===== src/rtl/pwm_ramp_ctrl.sv =====
// rtl/pwm_ramp_ctrl.sv - Period-aligned duty slew sequencer for a PWM generator
// Accepts target duty/period commands and steps the applied duty toward target on PWM period boundaries.
module pwm_ramp_ctrl #(
  parameter int unsigned      WIDTH      = 32,
  parameter logic [WIDTH-1:0] DEF_PERIOD = 32'd1000,
  parameter logic [WIDTH-1:0] RAMP_STEP  = 32'd10
) (
  input  logic             clk_i,
  input  logic             rst_ni,
  input  logic             cmd_valid_i,
  output logic             cmd_ready_o,
  input  logic [WIDTH-1:0] cmd_duty_i,
  input  logic [WIDTH-1:0] cmd_period_i,
  input  logic             estop_i,
  output logic [WIDTH-1:0] duty_val_o,
  output logic             val_en_o,
  output logic [WIDTH-1:0] max_duty_o,
  output logic             at_target_o,
  output logic             sat_o
);

  localparam logic [1:0] S_IDLE  = 2'd0;
  localparam logic [1:0] S_RAMP  = 2'd1;
  localparam logic [1:0] S_HOLD  = 2'd2;
  localparam logic [1:0] S_ESTOP = 2'd3;

  localparam logic [WIDTH-1:0] ONE = {{(WIDTH-1){1'b0}}, 1'b1};

  logic [1:0]       state_q, state_d;
  logic [WIDTH-1:0] pcnt_q, pcnt_d;
  logic [WIDTH-1:0] max_duty_q, max_duty_d;
  logic [WIDTH-1:0] pend_q, pend_d;
  logic [WIDTH-1:0] cur_q, cur_d;
  logic [WIDTH-1:0] target_q, target_d;
  logic [WIDTH-1:0] duty_val_q, duty_val_d;
  logic             val_en_q, val_en_d;
  logic             at_target_q, at_target_d;
  logic             sat_q, sat_d;

  logic             tick;
  logic             accept;
  logic [WIDTH:0]   lim_w;
  logic [WIDTH-1:0] lim;
  logic             clamp_hit;
  logic [WIDTH-1:0] clamp_duty;
  logic [WIDTH-1:0] tgt_eff;
  logic             ramp_up;
  logic [WIDTH-1:0] gap;
  logic [WIDTH-1:0] step;
  logic [WIDTH-1:0] cur_step;

  function automatic logic [1:0] rest_state(input logic [WIDTH-1:0] v);
    return (v == '0) ? S_IDLE : S_HOLD;
  endfunction

  // pcnt shadows the generator's own counter; both leave reset at 0 so they stay in phase.
  assign tick        = (pcnt_q >= max_duty_q);
  assign cmd_ready_o = (state_q != S_ESTOP) && !estop_i;
  assign accept      = cmd_valid_i && cmd_ready_o;

  // Duty may legitimately equal period+1 (always high); saturate that limit at the top code.
  assign lim_w      = {1'b0, cmd_period_i} + {{WIDTH{1'b0}}, 1'b1};
  assign lim        = lim_w[WIDTH] ? '1 : lim_w[WIDTH-1:0];
  assign clamp_hit  = (cmd_duty_i > lim);
  assign clamp_duty = clamp_hit ? lim : cmd_duty_i;

  // A command landing on a tick cycle already steers that tick's step.
  assign tgt_eff  = accept ? clamp_duty : target_q;
  assign ramp_up  = (tgt_eff > cur_q);
  assign gap      = ramp_up ? (tgt_eff - cur_q) : (cur_q - tgt_eff);
  assign step     = (gap > RAMP_STEP) ? RAMP_STEP : gap;
  assign cur_step = ramp_up ? (cur_q + step) : (cur_q - step);

  always_comb begin
    state_d    = state_q;
    cur_d      = cur_q;
    target_d   = target_q;
    duty_val_d = duty_val_q;
    val_en_d   = 1'b0;
    sat_d      = sat_q;

    pcnt_d     = tick ? '0 : (pcnt_q + ONE);
    pend_d     = accept ? cmd_period_i : pend_q;
    max_duty_d = tick ? pend_d : max_duty_q;

    if (estop_i) begin
      state_d = S_ESTOP;
      if (state_q != S_ESTOP) begin
        cur_d      = '0;
        target_d   = '0;
        duty_val_d = '0;
        val_en_d   = 1'b1;
      end
    end else if (state_q == S_ESTOP) begin
      state_d = S_IDLE;
    end else begin
      if (accept) begin
        target_d = clamp_duty;
        sat_d    = clamp_hit;
        state_d  = (clamp_duty == cur_q) ? rest_state(cur_q) : S_RAMP;
      end
      if ((state_q == S_RAMP) && (state_d == S_RAMP) && tick) begin
        cur_d      = cur_step;
        duty_val_d = cur_step;
        val_en_d   = 1'b1;
        if (cur_step == tgt_eff) begin
          state_d = rest_state(cur_step);
        end
      end
    end

    at_target_d = (state_d == S_IDLE) || (state_d == S_HOLD);
  end

  always_ff @(posedge clk_i or negedge rst_ni) begin
    if (!rst_ni) begin
      state_q     <= S_IDLE;
      pcnt_q      <= '0;
      max_duty_q  <= DEF_PERIOD;
      pend_q      <= DEF_PERIOD;
      cur_q       <= '0;
      target_q    <= '0;
      duty_val_q  <= '0;
      val_en_q    <= 1'b0;
      at_target_q <= 1'b1;
      sat_q       <= 1'b0;
    end else begin
      state_q     <= state_d;
      pcnt_q      <= pcnt_d;
      max_duty_q  <= max_duty_d;
      pend_q      <= pend_d;
      cur_q       <= cur_d;
      target_q    <= target_d;
      duty_val_q  <= duty_val_d;
      val_en_q    <= val_en_d;
      at_target_q <= at_target_d;
      sat_q       <= sat_d;
    end
  end

  assign duty_val_o  = duty_val_q;
  assign val_en_o    = val_en_q;
  assign max_duty_o  = max_duty_q;
  assign at_target_o = at_target_q;
  assign sat_o       = sat_q;

endmodule


===== config.mk =====
export PLATFORM = sky130hd
export DESIGN_NAME = pwm_ramp_ctrl
export DESIGN_NICKNAME = d
export VERILOG_FILES = /design/src/rtl/pwm_ramp_ctrl.sv
export SDC_FILE = /design/constraint.sdc
export NUM_CORES = 1
export LEC_CHECK = 0
export ABC_CLOCK_PERIOD_IN_PS = 15600
export BUFFER_PORTS_ARGS = -buffer_cell sky130_fd_sc_hd__buf_2
export CAP_MARGIN = 20
export CORE_MARGIN = 8
export CORE_UTILIZATION = 55
export DETAILED_ROUTE_END_ITERATION = 8
export PLACE_DENSITY = 0.74
export SYNTH_ARGS = -nofsm -noshare
export SYNTH_HDL_FRONTEND = slang
export SYNTH_SLANG_ARGS = --single-unit

===== constraint.sdc =====
create_clock -name clk_i -period 15.6 [get_ports clk_i]
set_input_delay 1.56 -clock clk_i [delete_from_list [all_inputs] [get_ports clk_i]]
set_output_delay 1.56 -clock clk_i [all_outputs]
set_load 0.02 [all_outputs]

==> Yosys cells after proc, flatten, opt, wreduce, memory -nomap -nowiden <==
Cells that the tools add are included.
{ "totals": {"ff_bits": 165, "input_bits": 68, "output_inout_bits": 68, "wordCells": 71} }
{ "classes": {"n_addsub": 6, "magnitude_cmp": 4, "eq_ne": 9, "mux": 28, "bitwise": 2, "reduce_logical": 13} }
{ "ops": {"columns": ["cell", "count"], "rows": [
  ["32-bit two-way mux", 14],
  ["32-bit subtractor", 3],
  ["32-bit equality test", 2],
  ["32-bit greater-than comparator", 2],
  ["32-bit logical NOT", 2],
  ["32-bit by 1-bit adder with 33-bit output (second input constant)", 1],
  ["32-bit by 1-bit adder with 32-bit output (second input constant)", 1],
  ["32-bit adder", 1],
  ["32-bit >= comparator", 1],
  ["32-bit by 4-bit greater-than comparator with 1-bit output (second input constant)", 1],
  ["2-bit two-way mux", 10],
  ["3-bit AND reduction", 2],
  ["2-bit by 1-bit equality test with 1-bit output (second input constant)", 2],
  ["2-bit equality test (second input constant)", 2],
  ["1-bit logical AND", 4],
  ["1-bit two-way mux", 4],
  ["2-bit != test (second input constant)", 2],
  ["2-bit logical NOT", 1],
  ["2-bit by 1-bit != test with 1-bit output (second input constant)", 1],
  ["1-bit inverter", 2],
  ["2-bit AND reduction", 1],
  ["2-bit nonzero test", 1],
  ["1-bit logical NOT", 1],
  ["1-bit logical OR", 1]
]} }

==> Logic depth before layout (Yosys ltp) <==
Gate-level depths: netlist (run 1).
{ "depth": {"ltp_word": 19, "depth_mapped": 58} }

==> Worst setup path before layout (run 1) <==
OpenSTA, ideal clock, no wires.
{ "synth_timing": {"path_type": "in2reg", "startpoint": "input cmd_period_i[24]", "endpoint": "register state_q[1]", "setup_time_ps": 135, "t_arrival_ps": 13223, "required_ps": 15465, "slack_ps": 2242, "stages": 51, "path_buffers": 9, "path_cell_list": "clkbuf_1 > and4_1 > clkbuf_1 > and3_1 > and4_1 > clkbuf_1 > clkbuf_1 > nor2_1 > ha_1 > nand4_1 > or4_1 > or4_4 > o31a_2 > nor2_4 > buf_2 > buf_2 > nand3_1 > o311ai_0 > (+15 left out) > ha_1 > nand2_1 > clkbuf_1 > o31ai_1 > ha_1 > clkbuf_1 > o2111ai_1 > a311oi_2 > o21ai_1 > o21a_1 > xnor2_1 > xnor2_1 > a211o_1 > a211o_1 > or4_4 > or4_1 > o21ai_1 > a22oi_1"} }
{ "synth_between": {"elab_chain_cells": 17, "word_cells_on_any_way": 29} }
{ "synth_lines": {"columns": ["element", "line", "source"], "rows": [
  ["start, declared", "13", "input logic [WIDTH-1:0] cmd_period_i,"],
  ["32-bit by 1-bit adder with 33-bit output (*)", "62", "assign lim_w = {1'b0, cmd_period_i} + {{WIDTH{1'b0}}, 1'b1};"],
  ["32-bit two-way mux (*)", "63", "assign lim = lim_w[WIDTH] ? '1 : lim_w[WIDTH-1:0];"],
  ["32-bit greater-than comparator", "64", "assign clamp_hit = (cmd_duty_i > lim);"],
  ["32-bit two-way mux (*)", "65", "assign clamp_duty = clamp_hit ? lim : cmd_duty_i;"],
  ["32-bit two-way mux", null, null],
  ["32-bit subtractor / 32-bit greater-than comparator (equally long branches)", "70, 69", null],
  ["32-bit two-way mux", "70", "assign gap = ramp_up ? (tgt_eff - cur_q) : (cur_q - tgt_eff);"],
  ["32-bit by 4-bit greater-than comparator with 1-bit output", "71", "assign step = (gap > RAMP_STEP) ? RAMP_STEP : gap;"],
  ["(+2 left out)", null, null],
  ["32-bit two-way mux", "72", "assign cur_step = ramp_up ? (cur_q + step) : (cur_q - step);"],
  ["32-bit logical NOT", "53", "return (v == '0) ? S_IDLE : S_HOLD;"],
  ["2-bit two-way mux", "53", null],
  ["2-bit two-way mux", "106", "if (cur_step == tgt_eff) begin"],
  ["2-bit two-way mux (*)", "102", "if ((state_q == S_RAMP) && (state_d == S_RAMP) && tick) begin"],
  ["2-bit two-way mux (*)", "94", "end else if (state_q == S_ESTOP) begin"],
  ["2-bit two-way mux (*)", "86", "if (estop_i) begin"],
  ["net state_d[1]", "29", "logic [1:0] state_q, state_d;"],
  ["end signal, assigned", "128", "state_q <= state_d;"],
  ["end, declared", "29", null]
]} }
The timed path passes the listed nets; every way through them passes the cells marked *. The select of a mux whose other input is x is not followed.
A chain may end at the register's enable or synchronous reset.

==> Final worst setup path (run 1) <==
{ "layout_timing": {"startpoint": "input cmd_period_i[4]", "endpoint": "register state_q[0]"} }
{ "layout_between": {"elab_chain_cells": 16, "word_cells_on_any_way": 27} }
{ "layout_lines": {"columns": ["element", "line"], "rows": [
  ["32-bit by 1-bit adder with 33-bit output (*)", "62"],
  ["32-bit two-way mux (*)", "63"],
  ["32-bit greater-than comparator", "64"],
  ["32-bit two-way mux (*)", "65"],
  ["32-bit two-way mux", null],
  ["32-bit subtractor / 32-bit greater-than comparator (equally long branches)", "70, 69"],
  ["32-bit two-way mux", "70"],
  ["32-bit by 4-bit greater-than comparator with 1-bit output", "71"],
  ["32-bit two-way mux", "71"],
  ["32-bit subtractor / 32-bit adder (equally long branches)", "72"],
  ["32-bit two-way mux", "72"],
  ["32-bit equality test", "106"],
  ["2-bit two-way mux", "106"],
  ["2-bit two-way mux (*)", "102"],
  ["2-bit two-way mux (*)", "94"],
  ["2-bit two-way mux (*)", "86"],
  ["net state_d[0]", "29"]
]} }
Marked as above.

==> reports/results.ini, run 1 <==
[run_status]
status = complete, no violations

[worst_setup_path]
worstSetupEndpointType = flop
setup.worst_path.start = cmd_period_i[4]
r2r-start = state_q[1]
crit_slowest_cell = or4_1
arrival_ps = 15170
reg2reg_to = state_q[0]
cp-start-kind = primary input
critPathTopFamily = simple AND/OR/NAND/NOR gates
cpPeakStageDelay_ps = 640
cp.depth = 46
path_max_fanout = 16
path_class = in2reg
path_buf_inv = 5
rr_worst_depth = 41
r2r_setup_slack_ps = 3980
worstPathRequired_ps = 15930

[floorplan]
die_w_um = 194.0
die_h_um = 194.0
start_util_pct = 55.50
rows = 65
die_area_mm2 = 0.03763
pin_count = 136
core_mm2 = 0.03139

[logic_synthesis]
synth-simple-area-share_pct = 22.87
synth_top_family_by_area = compound AO/OA/AOI/OAI gates
synth.avg_cell_area_um2 = 7.588
synth-async-reset-ratio_pct = 100.0
synth_nets = 2529
synthCells = 2296
synth_compound_gate_area_share_pct = 24.75
yosysWarningCount = 0
synth_xor_area_share_pct = 8.057
synth_edf_count = 0
synth_fa_ha_area_share_pct = 11.98
synth.ff_latch_count = 165
post_synth_num_cell_types = 87
muxShareOfSynthArea_pct = 2.801
synth_top_area_cell = dfrtp_1
synth_top_area_share_pct = 21.83
synth_area_mm2 = 0.01742
synthTopCellsByArea = dfrtp_1 (22%), ha_1 (12%), nand2_1 (7.0%), a21oi_1 (5.1%), o21ai_0 (4.4%)
seq_area_frac_synth_pct = 23.79
yosys_most_used_dff = dfrtp_1

[timing]
post-route-period-util_pct = 95.13
tns_ps = 0
finalClockSkew_ps = 10.25
max_freq_mhz = 67.39
tightest_slew_ps = 1102
hold_viol = 0
setup_violations = 0
slew_violations = 0
min_period_ps = 14840
slew_headroom_pct = 25.93
rsz0062_at_grt = no

[layout]
drive_above_1_share_pct = 11.38
area_growth_pct = 9.587
layout_common_cells = nand2_1 (322), nor2_1 (186), a21oi_1 (176), ha_1 (162), o21ai_0 (153)
final_nets = 2618
final_common_cell = nand2_1

[power]
ir_worst_vdd_uv = 109.0
power_density_mw_per_mm2 = 158.8
pwr-share-clk_pct = 13.2
power_leakage_nw = 9.126
p_int_w = 0.001469
seqPwrFrac_pct = 18.9
switching_share_pct = 51.55
total_power_w = 0.003031
combPwrFrac_pct = 67.9
p_switching_w = 0.001563

[worst_hold_path]
min_to = pend_q[16]
min_path_type = reg2reg
hold_depth = 2
hp-start = pend_q[16]

[global_route]
grt_usage_pct = 36.87
antenna_found_initial = 6
grt_max_degree = 65
grt_first_pass_wirelength_um = 109100
grt-ovfl-total = 0
grt_pass1_vias = 18260

[clock_network]
clock_path_buffers = 2
htree_levels = 4
clock-sinks = 165
cts.reportedPaths.clkPinSlew_ps = 70
cts_buffers = 17
clkLatencyLatePin_ps = 440
clock-root-buffer = clkbuf_16
cts.hold.buffers_added = 0
cts_tree = done

[route]
num_vias = 18990
drt_first_iter_violations = 2717
vias_per_cell = 6.781
wire_per_inst_um = 25.79
ant_nets = 0
drc = 0
firstDrtPassIters = 8
wl_um = 72230

[placed_design]
placement.io_buffers = 135
dpl.hpwl_um = 56020
gp_congestion = 1.062

[run]
drv_cap = 0

what timing repair did:
item | CTS | global route
gates resized for setup | 0 | 1
buffers inserted | 0 | 0
setup endpoints to repair | 0 | 3
power by group through the flow:
stage	clock network, W	logic (W)	registers [W]
2_1_floorplan	0	0.00137	0.000605
3_3_place_gp	0	0.00196	0.000574
3_5_place_dp	0	0.00198	0.000576
4_1_cts	0.000404	0.00199	0.000570
5_1_grt	0.000420	0.00220	0.000579
6_report	0.000400	0.00206	0.000572
cell type report:
cell class	count	area, um^2
Sequential cell	165	4145
Timing Repair Buffer	184	1047
Fill cell	2941	12300
Multi-Input combinational cell	1876	12320
Tap cell	402	503.0
Inverter	141	529.3
Clock inverter	15	125.1
Clock buffer	17	425.4
Antenna cell	1	2.502
cells in the mapped netlist, types with 24 or more instances:
master	number
and3_1	36
dfrtp_1	152
xnor2_1	86
a21o_1	56
o31ai_1	27
nand4_1	54
o211ai_1	24
clkbuf_1	78
mux2i_1	42
o21ai_0	153
nand2_1	323
nand3_1	62
inv_1	141
a211oi_1	27
xor2_1	69
buf_2	30
nor4_1	29
nor3_1	45
ha_1	162
nor2_1	186
a21oi_1	176
worst min-delay path: cells and delay by family (launching register included):
family | cells | cell delay, ps
DFF | 1 | 320
and+or+nand+nor | 2 | 110
flip-flops by register name, summed over array words and instances, names as in the netlist:
name,cells
at_target_o,1
duty_val_o,32
max_duty_o,32
pcnt_q,32
pend_q,32
sat_o,1
state_q,2
target_q,32
val_en_o,1
worst max-delay path by stage:
stage / slack [ps] / to
2_1_floorplan: 2240 / state_q[1]
3_3_place_gp: 520 / state_q[0]
3_5_place_dp: 370 / state_q[0]
4_1_cts: 800 / state_q[0]
5_1_grt: 210 / state_q[0]
6_report: 760 / state_q[0]
kinds of logic after synthesis:
family,count (synthesis)
multiplexers,48
adder cells (fa/ha/maj),165
XOR/XNOR,157
AO/OA/AOI/OAI,659
buffers and inverters,256
AND/OR/NAND/NOR,846
flip-flops,165
through the flow:
step / cell area [um^2] / hold WS, ps / setup WS (ps) / util (%) / instances
3_5_place_dp: 18530 / 458.3 / 374.8 / 59.04 / 2767
6_report: 19090 / 472.7 / 760.1 / 60.82 / 2801
4_1_cts: 19080 / 476.3 / 803.1 / 60.79 / 2799
5_1_grt: 19090 / 489.4 / 211.5 / 60.82 / 2801
3_3_place_gp: 18530 / 456.1 / 518.8 / 59.02 / 2766
2_1_floorplan: 17420 / 441.6 / 2242 / - / 2296
per-layer routing:
metal | GRT usage (%) | vias up | routed length [um]
li1 | - | 8441 | -
met1 | 45.40 | 8894 | 27110
met2 | 56.97 | 1301 | 31200
met3 | 8.678 | 347 | 8227
met4 | 24.67 | 10 | 5591
met5 | 0 | - | 108
Note: power is estimated with default switching activity, not from simulation.
==> inputs of run 2 (changes only) <==
Settings changed: CTS_CLUSTER_SIZE set to 24, PLACE_DENSITY 0.74 to 0.77.
==> run 2 against run 1 <==
  * Combinational power about the same
  * Critical path type unchanged
  * Setup slack got worse by 52 ps
  * Die area unchanged
  * Sequential power about the same
  * Routed wire length increased by 3.0%
  * Clock skew increased by 0.57 ps
  * Largest power group unchanged
  * Largest cell class unchanged
  * Non-clock buffer count increased by 12
  * Sequential share of layout area decreased by 0.19 points
  * Cell count increased by 0.46%
  * Clock power increased by 9.2%
  * Cell area increased by 0.87%
  * Via count increased by 0.92%
==> reports/results.ini, run 2 (synthesis results as in run 1) <==
[worst_setup_path]
worstPathRequired_ps = 15940  ; was 15930 ps
path_max_fanout = 20  ; was 16
crit_slowest_cell = xnor2_1  ; was or4_1
r2r_setup_slack_ps = 4190  ; was 3980 ps
path_class = in2reg  ; unchanged
cp-start-kind = primary input  ; unchanged
arrival_ps = 15230  ; was 15170 ps
worstSetupEndpointType = flop  ; unchanged
cpPeakStageDelay_ps = 680  ; was 640 ps

[clock_network]
cts_buffers = 17  ; unchanged
post-cts-setup-buffer-count = 0  ; unchanged
clock_path_buffers = 2  ; unchanged
clkLatencyLatePin_ps = 450  ; was 440 ps
cts_tree = done  ; unchanged
cts.hold.buffers_added = 0  ; unchanged
cts_resized = 0  ; unchanged
clock-sinks = 165  ; unchanged
cts.reportedPaths.clkPinSlew_ps = 70  ; about the same
clock-root-buffer = clkbuf_16  ; unchanged
htree_levels = 4  ; unchanged

[placed_design]
pre_cts_slack_ps = 577.8  ; was 374.8 ps
placement.io_buffers = 135  ; unchanged
placed_area_mm2 = 0.01861  ; was 0.01853 mm^2
gp_congestion = 1.086  ; was 1.062
dpl.cell_count = 2777  ; was 2767
dpl.hpwl_um = 58180  ; was 56020 um

[timing]
min_period_ps = 14890  ; was 14840 ps
fin_ws_ps = 707.7  ; was 760.1 ps
rsz0062_at_grt = no  ; unchanged
setup_violations = 0  ; unchanged
slew_violations = 0  ; unchanged
finalClockSkew_ps = 10.82  ; was 10.25 ps
max_freq_mhz = 67.15  ; was 67.39 MHz
slew_headroom_pct = 28.07  ; was 25.93%
tightest_slew_ps = 1071  ; was 1102 ps
post-route-period-util_pct = 95.46  ; was 95.13%
tns_ps = 0  ; unchanged
hold_viol = 0  ; unchanged

[worst_hold_path]
min_path_type = reg2reg  ; unchanged

[global_route]
grt_first_pass_wirelength_um = 112400  ; was 109100 um
grt_pass1_vias = 18830  ; was 18260
grt_max_degree = 90  ; was 65
grt-ovfl-total = 0  ; unchanged
grt_usage_pct = 38.23  ; was 36.87%
antenna_found_initial = 3  ; was 6

[power]
ir_worst_vdd_uv = 117.2  ; was 109.0 uV
power_leakage_nw = 9.213  ; was 9.126 nW
power_density_mw_per_mm2 = 160.6  ; was 158.8 mW/mm^2

[floorplan]
rows = 65  ; unchanged
die_h_um = 194.0  ; unchanged
die_area_mm2 = 0.03763  ; unchanged
core_mm2 = 0.03139  ; unchanged
die_w_um = 194.0  ; unchanged
start_util_pct = 55.50  ; unchanged
pin_count = 136  ; unchanged

[route]
num_vias = 19170  ; was 18990
ant_nets = 0  ; unchanged
firstDrtPassIters = 6  ; was 8
wl_um = 74420  ; was 72230 um
drc = 0  ; unchanged
vias_per_cell = 6.811  ; was 6.781
wire_per_inst_um = 26.45  ; was 25.79 um
drt_first_iter_violations = 2380  ; was 2717

[layout]
fin_cells = 2814  ; was 2801
layout_common_cells = nand2_1 (322), nor2_1 (186), a21oi_1 (176), ha_1 (162), o21ai_0 (153)  ; unchanged
final_common_cell = nand2_1  ; unchanged
final_area_mm2 = 0.01926  ; was 0.01909 mm^2
final_nets = 2629  ; was 2618
drive_above_1_share_pct = 11.71  ; was 11.38%
area_growth_pct = 10.54  ; was 9.587%

[run_status]
status = complete, no violations  ; unchanged

[run]
drv_cap = 0  ; unchanged

[run 2: final cells by class]
class | instances | area [um^2]
diodes | 3 | 7.507
clock buffers | 19 | 432.9
clock inverters | 13 | 167.7
fillers | 2928 | 12130
inverters | 141 | 529.3
multi-input cells | 1875 | 12310
flip-flops and latches | 165 | 4145
well taps | 402 | 503.0
repair buffers | 196 | 1160
[run 2: power breakdown]
| part | internal (W) | total [W] | switching (W) |
|---|---|---|---|
| logic | 0.000754 | 0.00208 | 0.00133 |
| clock network | 0.000242 | 0.000437 | 0.000195 |
| registers | 0.000517 | 0.000574 | 0.0000571 |
[run 2: path summary, 6_finish.rpt]
| kind | from | end | depth (start not counted) |
|---|---|---|---|
| min | pend_q[9] | pend_q[9] | 2 |
| min in group asynchronous | rst_ni | target_q[6] | 1 |
| max | cmd_period_i[0] | state_q[0] | 48 |
| min reg2reg | pend_q[9] | pend_q[9] | 2 |
| max in group asynchronous | rst_ni | max_duty_o[5] | 3 |
| max reg2reg | state_q[1] | state_q[0] | 42 |
[run 2: metrics by stage]
| stage | util [%] | hold slack, ps | total power, W |
|---|---|---|---|
| 3_3_place_gp | 59.28 | 456.4 | 0.002554 |
| 6_report | 61.35 | 476.5 | 0.003092 |
| 4_1_cts | 61.20 | 473.6 | 0.003022 |
| 5_1_grt | 61.32 | 489.4 | 0.003263 |
| 2_1_floorplan | - | 441.6 | 0.001970 |
| 3_5_place_dp | 59.28 | 459.8 | 0.002571 |
[run 2: worst max-delay path: cells and delay by family]
| family | cells | cell delay, ps |
|---|---|---|
| buffers and inverters | 5 | 1100 |
| and+or+nand+nor | 21 | 5960 |
| xor gates and xnor gates | 3 | 930 |
| AOI/OAI and AO/OA | 11 | 2880 |
| muxes | 3 | 940 |
| adders and majority gates | 5 | 1820 |
[run 2: layer usage]
layer	wire length [um]	up-vias	track usage, %
met3	8158	341	10.53
met2	33110	1241	60.81
met5	17	-	0
met4	5681	2	24.95
li1	-	8462	-
met1	27460	9121	44.93
